--- src/rtl/tx_write_responder.sv ---
// Write responder: accepts one command, emits its generated payload, then one status word.
// Payload lanes carry incrementing 48-bit local addresses; the status word echoes the command.
module tx_write_responder #(
  parameter int C_S_AXIS_TX_META_TDATA_WIDTH   = 256,
  parameter int C_M_AXIS_TX_DATA_TDATA_WIDTH   = 512,
  parameter int C_M_AXIS_TX_STATUS_TDATA_WIDTH = 512
) (
  input  logic                                        ap_clk,
  input  logic                                        areset,

  input  logic                                        s_axis_tx_meta_tvalid,
  output logic                                        s_axis_tx_meta_tready,
  input  logic [C_S_AXIS_TX_META_TDATA_WIDTH-1:0]     s_axis_tx_meta_tdata,
  input  logic [C_S_AXIS_TX_META_TDATA_WIDTH/8-1:0]   s_axis_tx_meta_tkeep,
  input  logic                                        s_axis_tx_meta_tlast,

  output logic                                        m_axis_tx_data_tvalid,
  input  logic                                        m_axis_tx_data_tready,
  output logic [C_M_AXIS_TX_DATA_TDATA_WIDTH-1:0]     m_axis_tx_data_tdata,
  output logic [C_M_AXIS_TX_DATA_TDATA_WIDTH/8-1:0]   m_axis_tx_data_tkeep,
  output logic                                        m_axis_tx_data_tlast,

  output logic                                        m_axis_tx_status_tvalid,
  input  logic                                        m_axis_tx_status_tready,
  output logic [C_M_AXIS_TX_STATUS_TDATA_WIDTH-1:0]   m_axis_tx_status_tdata,
  output logic [C_M_AXIS_TX_STATUS_TDATA_WIDTH/8-1:0] m_axis_tx_status_tkeep,
  output logic                                        m_axis_tx_status_tlast,

  output logic [31:0]                                 cmd_count,
  output logic [31:0]                                 err_count
);

  // state    | meaning
  // S_IDLE   | meta_tready high, waiting for a command
  // S_DATA   | streaming payload beats, beats_left_q counts down to the last one
  // S_STATUS | holding the completion word until it handshakes

  localparam int MW = C_S_AXIS_TX_META_TDATA_WIDTH;
  localparam int DW = C_M_AXIS_TX_DATA_TDATA_WIDTH;
  localparam int KW = DW / 8;
  localparam int SW = C_M_AXIS_TX_STATUS_TDATA_WIDTH;
  localparam logic [2:0] OP_WRITE = 3'b001;

  typedef enum logic [1:0] {S_IDLE, S_DATA, S_STATUS} state_t;

  state_t         state_q, state_d;
  logic           meta_rdy_q, meta_rdy_d;
  logic [2:0]     op_q, op_d;
  logic [23:0]    qpn_q, qpn_d;
  logic [47:0]    addr_q, addr_d;
  logic [47:0]    raddr_q, raddr_d;
  logic [31:0]    len_q, len_d;
  logic [26:0]    beats_left_q, beats_left_d;
  logic           d_valid_q, d_valid_d;
  logic [DW-1:0]  d_data_q, d_data_d;
  logic [KW-1:0]  d_keep_q, d_keep_d;
  logic           d_last_q, d_last_d;
  logic           s_valid_q, s_valid_d;
  logic [SW-1:0]  s_data_q, s_data_d;
  logic [31:0]    cmd_cnt_q, cmd_cnt_d;
  logic [31:0]    err_cnt_q, err_cnt_d;

  logic           meta_hs, data_hs, stat_hs;
  logic [2:0]     m_op;
  logic [23:0]    m_qpn;
  logic [47:0]    m_laddr, m_raddr;
  logic [31:0]    m_len;
  logic [26:0]    m_beats;
  logic [47:0]    next_addr;

  logic unused_meta;
  assign unused_meta = ^{s_axis_tx_meta_tkeep, s_axis_tx_meta_tlast, s_axis_tx_meta_tdata[MW-1:155]};

  function automatic logic [DW-1:0] beat_data(input logic [47:0] base);
    logic [DW-1:0] v;
    v = '0;
    for (int i = 0; i < DW / 64; i++) begin
      v[i*64 +: 64] = {16'h0000, base + 48'(8 * i)};
    end
    return v;
  endfunction

  // Partial final beat keeps only the low (len mod 64) byte lanes.
  function automatic logic [KW-1:0] last_keep(input logic [5:0] rem);
    logic [KW-1:0] k;
    k = '1;
    if (rem != 6'd0) begin
      for (int i = 0; i < KW; i++) k[i] = (i < int'(rem));
    end
    return k;
  endfunction

  function automatic logic [SW-1:0] status_word(input logic [2:0] op, input logic [23:0] qpn,
                                                input logic [31:0] len, input logic [47:0] raddr);
    logic [SW-1:0] w;
    w          = '0;
    w[23:0]    = qpn;
    w[55:24]   = len;
    w[58:56]   = op;
    w[59]      = (op != OP_WRITE);
    w[107:60]  = raddr;
    return w;
  endfunction

  assign m_op      = s_axis_tx_meta_tdata[2:0];
  assign m_qpn     = s_axis_tx_meta_tdata[26:3];
  assign m_laddr   = s_axis_tx_meta_tdata[74:27];
  assign m_raddr   = s_axis_tx_meta_tdata[122:75];
  assign m_len     = s_axis_tx_meta_tdata[154:123];
  assign m_beats   = {1'b0, m_len[31:6]} + {26'd0, |m_len[5:0]};
  assign next_addr = addr_q + 48'd64;

  assign meta_hs = s_axis_tx_meta_tvalid & meta_rdy_q;
  assign data_hs = d_valid_q & m_axis_tx_data_tready;
  assign stat_hs = s_valid_q & m_axis_tx_status_tready;

  always_comb begin
    state_d      = state_q;
    op_d         = op_q;
    qpn_d        = qpn_q;
    addr_d       = addr_q;
    raddr_d      = raddr_q;
    len_d        = len_q;
    beats_left_d = beats_left_q;
    d_valid_d    = d_valid_q;
    d_data_d     = d_data_q;
    d_keep_d     = d_keep_q;
    d_last_d     = d_last_q;
    s_valid_d    = s_valid_q;
    s_data_d     = s_data_q;
    cmd_cnt_d    = cmd_cnt_q;
    err_cnt_d    = err_cnt_q;

    case (state_q)
      S_IDLE: begin
        if (meta_hs) begin
          op_d    = m_op;
          qpn_d   = m_qpn;
          addr_d  = m_laddr;
          raddr_d = m_raddr;
          len_d   = m_len;
          if (m_op == OP_WRITE && m_len != 32'd0) begin
            state_d      = S_DATA;
            beats_left_d = m_beats;
            d_valid_d    = 1'b1;
            d_data_d     = beat_data(m_laddr);
            d_last_d     = (m_beats == 27'd1);
            d_keep_d     = (m_beats == 27'd1) ? last_keep(m_len[5:0]) : '1;
          end else begin
            state_d   = S_STATUS;
            s_valid_d = 1'b1;
            s_data_d  = status_word(m_op, m_qpn, m_len, m_raddr);
          end
        end
      end
      S_DATA: begin
        if (data_hs) begin
          if (beats_left_q == 27'd1) begin
            state_d   = S_STATUS;
            d_valid_d = 1'b0;
            d_data_d  = '0;
            d_keep_d  = '0;
            d_last_d  = 1'b0;
            s_valid_d = 1'b1;
            s_data_d  = status_word(op_q, qpn_q, len_q, raddr_q);
          end else begin
            beats_left_d = beats_left_q - 27'd1;
            addr_d       = next_addr;
            d_data_d     = beat_data(next_addr);
            d_last_d     = (beats_left_q == 27'd2);
            d_keep_d     = (beats_left_q == 27'd2) ? last_keep(len_q[5:0]) : '1;
          end
        end
      end
      S_STATUS: begin
        if (stat_hs) begin
          state_d   = S_IDLE;
          s_valid_d = 1'b0;
          s_data_d  = '0;
          cmd_cnt_d = cmd_cnt_q + 32'd1;
          err_cnt_d = err_cnt_q + {31'd0, op_q != OP_WRITE};
        end
      end
      default: state_d = S_IDLE;
    endcase

    // Registered ready: low through reset, high one edge after release.
    meta_rdy_d = (state_d == S_IDLE);
  end

  always_ff @(posedge ap_clk or posedge areset) begin
    if (areset) begin
      state_q      <= S_IDLE;
      meta_rdy_q   <= 1'b0;
      op_q         <= '0;
      qpn_q        <= '0;
      addr_q       <= '0;
      raddr_q      <= '0;
      len_q        <= '0;
      beats_left_q <= '0;
      d_valid_q    <= 1'b0;
      d_data_q     <= '0;
      d_keep_q     <= '0;
      d_last_q     <= 1'b0;
      s_valid_q    <= 1'b0;
      s_data_q     <= '0;
      cmd_cnt_q    <= '0;
      err_cnt_q    <= '0;
    end else begin
      state_q      <= state_d;
      meta_rdy_q   <= meta_rdy_d;
      op_q         <= op_d;
      qpn_q        <= qpn_d;
      addr_q       <= addr_d;
      raddr_q      <= raddr_d;
      len_q        <= len_d;
      beats_left_q <= beats_left_d;
      d_valid_q    <= d_valid_d;
      d_data_q     <= d_data_d;
      d_keep_q     <= d_keep_d;
      d_last_q     <= d_last_d;
      s_valid_q    <= s_valid_d;
      s_data_q     <= s_data_d;
      cmd_cnt_q    <= cmd_cnt_d;
      err_cnt_q    <= err_cnt_d;
    end
  end

  assign s_axis_tx_meta_tready   = meta_rdy_q;
  assign m_axis_tx_data_tvalid   = d_valid_q;
  assign m_axis_tx_data_tdata    = d_data_q;
  assign m_axis_tx_data_tkeep    = d_keep_q;
  assign m_axis_tx_data_tlast    = d_last_q;
  assign m_axis_tx_status_tvalid = s_valid_q;
  assign m_axis_tx_status_tdata  = s_data_q;
  assign m_axis_tx_status_tkeep  = {(SW/8){s_valid_q}};
  assign m_axis_tx_status_tlast  = s_valid_q;
  assign cmd_count               = cmd_cnt_q;
  assign err_count               = err_cnt_q;

endmodule

--- config.mk ---
export PLATFORM = sky130hd
export DESIGN_NAME = tx_write_responder
export DESIGN_NICKNAME = d
export VERILOG_FILES = /design/src/rtl/tx_write_responder.sv
export SDC_FILE = /design/constraint.sdc
export NUM_CORES = 2
export LEC_CHECK = 0
export CORE_AREA = 3 3 588 590
export CTS_CLUSTER_SIZE = 20
export DETAILED_ROUTE_END_ITERATION = 12
export DIE_AREA = 0 0 591 593
export PLACE_DENSITY = 0.37
export SLEW_MARGIN = 10
export SYNTH_ARGS = -nofsm -noshare
export SYNTH_HDL_FRONTEND = slang
export SYNTH_SLANG_ARGS = --single-unit
--- constraint.sdc ---
create_clock -name ap_clk -period 52.7 [get_ports ap_clk]
set_clock_uncertainty 0.2 [all_clocks]
set_input_delay 15.81 -clock ap_clk [delete_from_list [all_inputs] [get_ports ap_clk]]
set_output_delay 15.81 -clock ap_clk [all_outputs]
set_load 0.01 [all_outputs]
After elaboration in Yosys (flattened, before gate mapping)
Index checks and enable logic that the tools add are counted.

$add $sub $neg: 19. Magnitude comparators: 126. Equality and inequality tests: 15. Mux-type cells: 51. Bitwise operators: 3. Reductions and logical operators: 16.

Operators with widths (number): $mux W512 (8); $pmux W512 S3 (1); $pmux W512 S2 (1); $mux W64 (8); $mux W496 (1); $add A48 B6 Y48 const B (8); $lt A6 B6 Y1 const A (62); $add A48 B5 Y48 const B (4); $lt A5 B6 Y1 const A (32); $mux W48 (3); $pmux W64 S2 (1); $mux W27 (4); $add A48 B4 Y48 const B (2); $lt A4 B6 Y1 const A (16); $pmux W48 S2 (1); $eq A27 B1 Y1 const B (2); $pmux W27 S2 (1); $add A48 B7 Y48 const B (1); $lt A3 B6 Y1 const A (8); $add A32 B1 Y32 (1); $add A32 B1 Y32 const B (1); $reduce_bool A32 Y1 (1); $add A26 B1 Y27 (1); $eq A27 B2 Y1 const B (1); 24 further kinds (61).

Flip-flop bits (word level): 1340. Input bits: 294. Output and inout port bits: 1221. Word-level logic and storage cells: 246.

Longest topological paths before layout
Word-level depth: 7. Gate-level depth with buffers: 15.

Worst setup path after synthesis
No wires, ideal clock.

Path kind: input port to flip-flop. From: input port s_axis_tx_meta_tdata[127]. To: register d_keep_q[32], in the netlist m_axis_tx_data_tkeep[32]. Setup time: 135 ps. Arrival: 19203 ps. Slack: 33162 ps. Stages: 14. Path buffers: 1. Cells stage by stage: clkbuf_1 nor2_1 nand2_1 ha_1 ha_1 nand3_1 nor2_1 a31oi_1 or3_1 nand4bb_1 o41ai_2 nand2_1 nor3_1 a21oi_1.

Word-level cells in the longest chain between the ends: 7. Elaborated cells on any way between the ends: 14. Classes of those cells: add/sub: 1; order compare: 1; eq/ne: 2; mux: 5; reduce/logical: 5.

RTL lines: start, declared (RTL line 13) `input logic [C_S_AXIS_TX_META_TDATA_WIDTH-1:0] s_axis_tx_meta_tdata,`; $reduce_or A6 Y1 (RTL line 110) `assign m_beats = {1'b0, m_len[31:6]} + {26'd0, |m_len[5:0]};`; $add A26 B1 Y27 (RTL line 110); $eq A27 B1 Y1 (RTL line 148) `d_keep_d = (m_beats == 27'd1) ? last_keep(m_len[5:0]) : '1;`; $mux W64 (RTL line 148); $mux W64 (RTL line 142) `if (m_op == OP_WRITE && m_len != 32'd0) begin`; $mux W64 (RTL line 136) `if (meta_hs) begin`; $pmux W64 S2 (RTL line 134) `case (state_q)`; end signal, assigned (RTL line 220) `d_keep_q <= d_keep_d;`; end, declared (RTL line 56) `logic [KW-1:0] d_keep_q, d_keep_d;`.

Several ways; a longest one is shown, not always the timed one. The select of a mux whose other input is x is not followed. A chain may end at the register's enable or synchronous reset.

Final worst setup path
From: input port s_axis_tx_meta_tdata[124]. To: register d_keep_q[16], in the netlist m_axis_tx_data_tkeep[16].

The elaborated chain is that of the path after synthesis.

==> metrics <==
met1 Resource Use GR=0.2271; Crit Path Class=in2reg; worst setup path startpoint=s_axis_tx_meta_tdata[124]; post-route ant nets=0; global route overflow=0; startpoint types=input pin; Synth Flop Type=dfrtp_1; Rows=214; Syn Inst Count=6342; Post-synth EDFFs=0; final setup fails=0; Period minus WS final=21.24 ns; post-CTS setup buffer count=0; Top-Level Pins=1515; die height=593 um; Peak VDD IR=roughly 0.000029 V; CTS Buffer Depth=4; GR met2 Demand/Resource=0.3111; core area=around 340000 sq um; Routed WL per cell=29.39 um; dpl ws=30.57 ns; fin util=0.1984; first-pass GRT wire length=between 400000 and 500000 um; via count=50250; clock sinks=777; placed cell count=11340; setup_tns=0 ns; DRC violations left=0; Rel. slew slack=0.05945; R2R Setup Slk=around 46 ns; Tot Pwr=0.003975 W; Syn Area/Cell=around 8.2 sq um; GR Util met3=0.04218; post-synthesis register bit count=777; Post-synth ARST share=1.000; outcome=completed; final worst slack=approximately 31 ns; CTS clk-pin slew, worst paths=0.06 ns; cts hold-fix bufs=0; Tot GR Track Use=0.1850; Pleak=25.28 nW; busiest metal layer after global routing=met2; initial antenna violation count=47; number of DRC markers in iteration 0=4678; Root Buffer=clkbuf_16; Pwr Density=58.88 nW/um^2; Reg2Reg Depth=12; largest net degree at the start of global routing=around 160; nets@finish=roughly 7200; critical path data arrival time=21.72 ns; worst slew pin tran=between 1 and 1.5 ns; Resized Gates After CTS=0; Die X=a little under 600 um; Hold Fails Final Rpt=0; number of I/O port buffers=848; Critical Path Sink Type=flip-flop; Achievable Freq=47.07 MHz; share of cells above drive strength 1=0.07132; max-cap violations=0; CTS H-Tree Depth=3; hpwl dp=264700 um; Slew Viols, Final=0; Area Growth Syn to Fin=29.48%; worst path required time=53.18 ns; RSZ-0062 raised after global routing=no; Avg Vias per Cell=between 4 and 5; sequential-to-total area share from yosys stat=0.3729; DRT Pass-1 Iters=6; Clk Latency, worst-skew pair=0.89 ns; synth warn=0; Non-Filler Instances=11570; Hold Crit Class=reg2reg; fin crit share=0.4031; routability cong.=0.9273; CTS tree=built; reg-to-reg critical path startpoint=addr_q[6]$_DFFE_PP0P_; die area=roughly 350000 sq um; Num CTS Buffers=114; Netlist cell types=85; vias in the first global route=between 40000 and 50000; Initial Utilization=0.1532; post-synth design cell area=52140 sq um; worst hold stages=2; Worst R2R End=m_axis_tx_data_tdata[94]$_DFFE_PP0P_; crit path capture=m_axis_tx_data_tkeep[16]$_DFFE_PP0P_; critical path peak fanout=16; routed wire length=340000 um
-- layer usage --
layer,wire [um],part of all wire
met5,79,0.00023
met1,137300,0.40
met3,25870,0.076
met4,15240,0.045
met2,161500,0.48
-- stage by stage --
step / hold WS [ns] / area (sq um)
after detailed placement: 0.2621 / 63570
after global placement: 0.2571 / 63570
after CTS: 0.2553 / 67460
final: 0.2474 / 67510
after global routing: 0.2887 / 67470
after floorplan: 0.2460 / 54130
-- critical path: stages --
cell	delay (ns)
clkdlybuf4s50_1	0.97
nor4_1	0.22
nand2_1	0.35
ha_1	0.28
ha_1	0.25
nand3_1	0.30
nor2_1	0.57
a31oi_1	0.28
or3_1	0.45
and4b_1	0.25
nor4b_2	0.62
a21oi_2	0.11
buf_4	0.24
nor4_1	0.83
a21oi_1	0.16
-- cells in the mapped netlist (93+ instances only) --
cell,instances,area share
nand3_1,180,0.017
nand2_1,922,0.066
clkbuf_1,415,0.030
nand4_1,93,0.011
nor2b_1,120,0.014
nor3_1,205,0.020
o21a_1,126,0.018
dfrtp_1,777,0.37
xnor2_1,461,0.077
buf_4,629,0.091
o21ai_0,431,0.041
xor2_1,187,0.031
nor2_1,440,0.032
o221ai_1,137,0.023
a21oi_1,367,0.035
-- cell type report --
cell class | instances | area, sq um
fillers | 37970 | 272800
multi-input cells | 4944 | 28300
flip-flops and latches | 777 | 19440
repair buffers | 1038 | 9960
well taps | 4536 | 5675
clock buffers | 149 | 3196
clock inverters | 55 | 688.2
inverters | 48 | 190.2
diodes | 20 | 50.05
-- logic make-up (layout without fill, tap and decap cells) --
| logic type | after synthesis | after routing | synth area share |
|---|---|---|---|
| AND/OR/NAND/NOR | 2287 | 2287 | 0.2050 |
| AO/OA/AOI/OAI | 1419 | 1419 | 0.1713 |
| buffers and inverters | 1152 | 1290 | 0.1289 |
| flip-flops | 777 | 777 | 0.3729 |
| XOR/XNOR | 648 | 648 | 0.1089 |
| adder cells (fa/ha/maj) | 32 | 32 | 0.007679 |
| multiplexers | 26 | 26 | 0.005328 |
| other | 1 | 552 | 0.00007193 |
-- where the power goes --
| part | internal [W] | leakage (nW) | total [W] | switching [W] |
|---|---|---|---|---|
| Sequential | 0.000855 | 9.21 | 0.00111 | 0.000250 |
| Combinational | 0.000772 | 14.2 | 0.00205 | 0.00128 |
| Clock | 0.000489 | 1.92 | 0.000820 | 0.000331 |
| Total | 0.00212 | 25.3 | 0.00397 | 0.00186 |
-- worst min path at each step --
| stage | slack (ns) | to | start |
|---|---|---|---|
| finish | 0.25 | m_axis_tx_status_tdata[101]$_DFFE_PP0P_ | raddr_q[41]$_DFFE_PP0P_ |
| global route | 0.29 | qpn_q[11]$_DFFE_PP0P_ | qpn_q[11]$_DFFE_PP0P_ |
| CTS | 0.26 | m_axis_tx_status_tdata[101]$_DFFE_PP0P_ | raddr_q[41]$_DFFE_PP0P_ |
| detailed placement | 0.26 | qpn_q[7]$_DFFE_PP0P_ | qpn_q[7]$_DFFE_PP0P_ |
| global placement | 0.26 | cmd_count[31]$_DFFE_PP0P_ | cmd_count[31]$_DFFE_PP0P_ |
| floorplan | 0.25 | len_q[12]$_DFFE_PP0P_ | len_q[12]$_DFFE_PP0P_ |
-- sequential cells by signal (all words and copies together), names as in the netlist, 2 cells and up --
signal / cells
state_q: 2
len_q: 32
cmd_count: 32
op_q: 3
beats_left_q: 27
raddr_q: 48
err_count: 32
addr_q: 48
m_axis_tx_data_tkeep: 64
m_axis_tx_status_tdata: 108
m_axis_tx_data_tdata: 353
qpn_q: 24
-- layout by cell type (no fill, tap or decap), types with 137 or more instances in the layout --
cell,Yosys,routed
buf_4,629,186
nor3_1,205,199
nor2_1,440,436
a21oi_1,367,366
xnor2_1,461,451
o221ai_1,137,137
dfrtp_1,777,776
xor2_1,187,181
o21ai_0,431,431
nand3_1,180,179
conb_1,1,532
clkdlybuf4s50_1,0,847
nand2_1,922,918
Power figures use the tool's default switching activity.
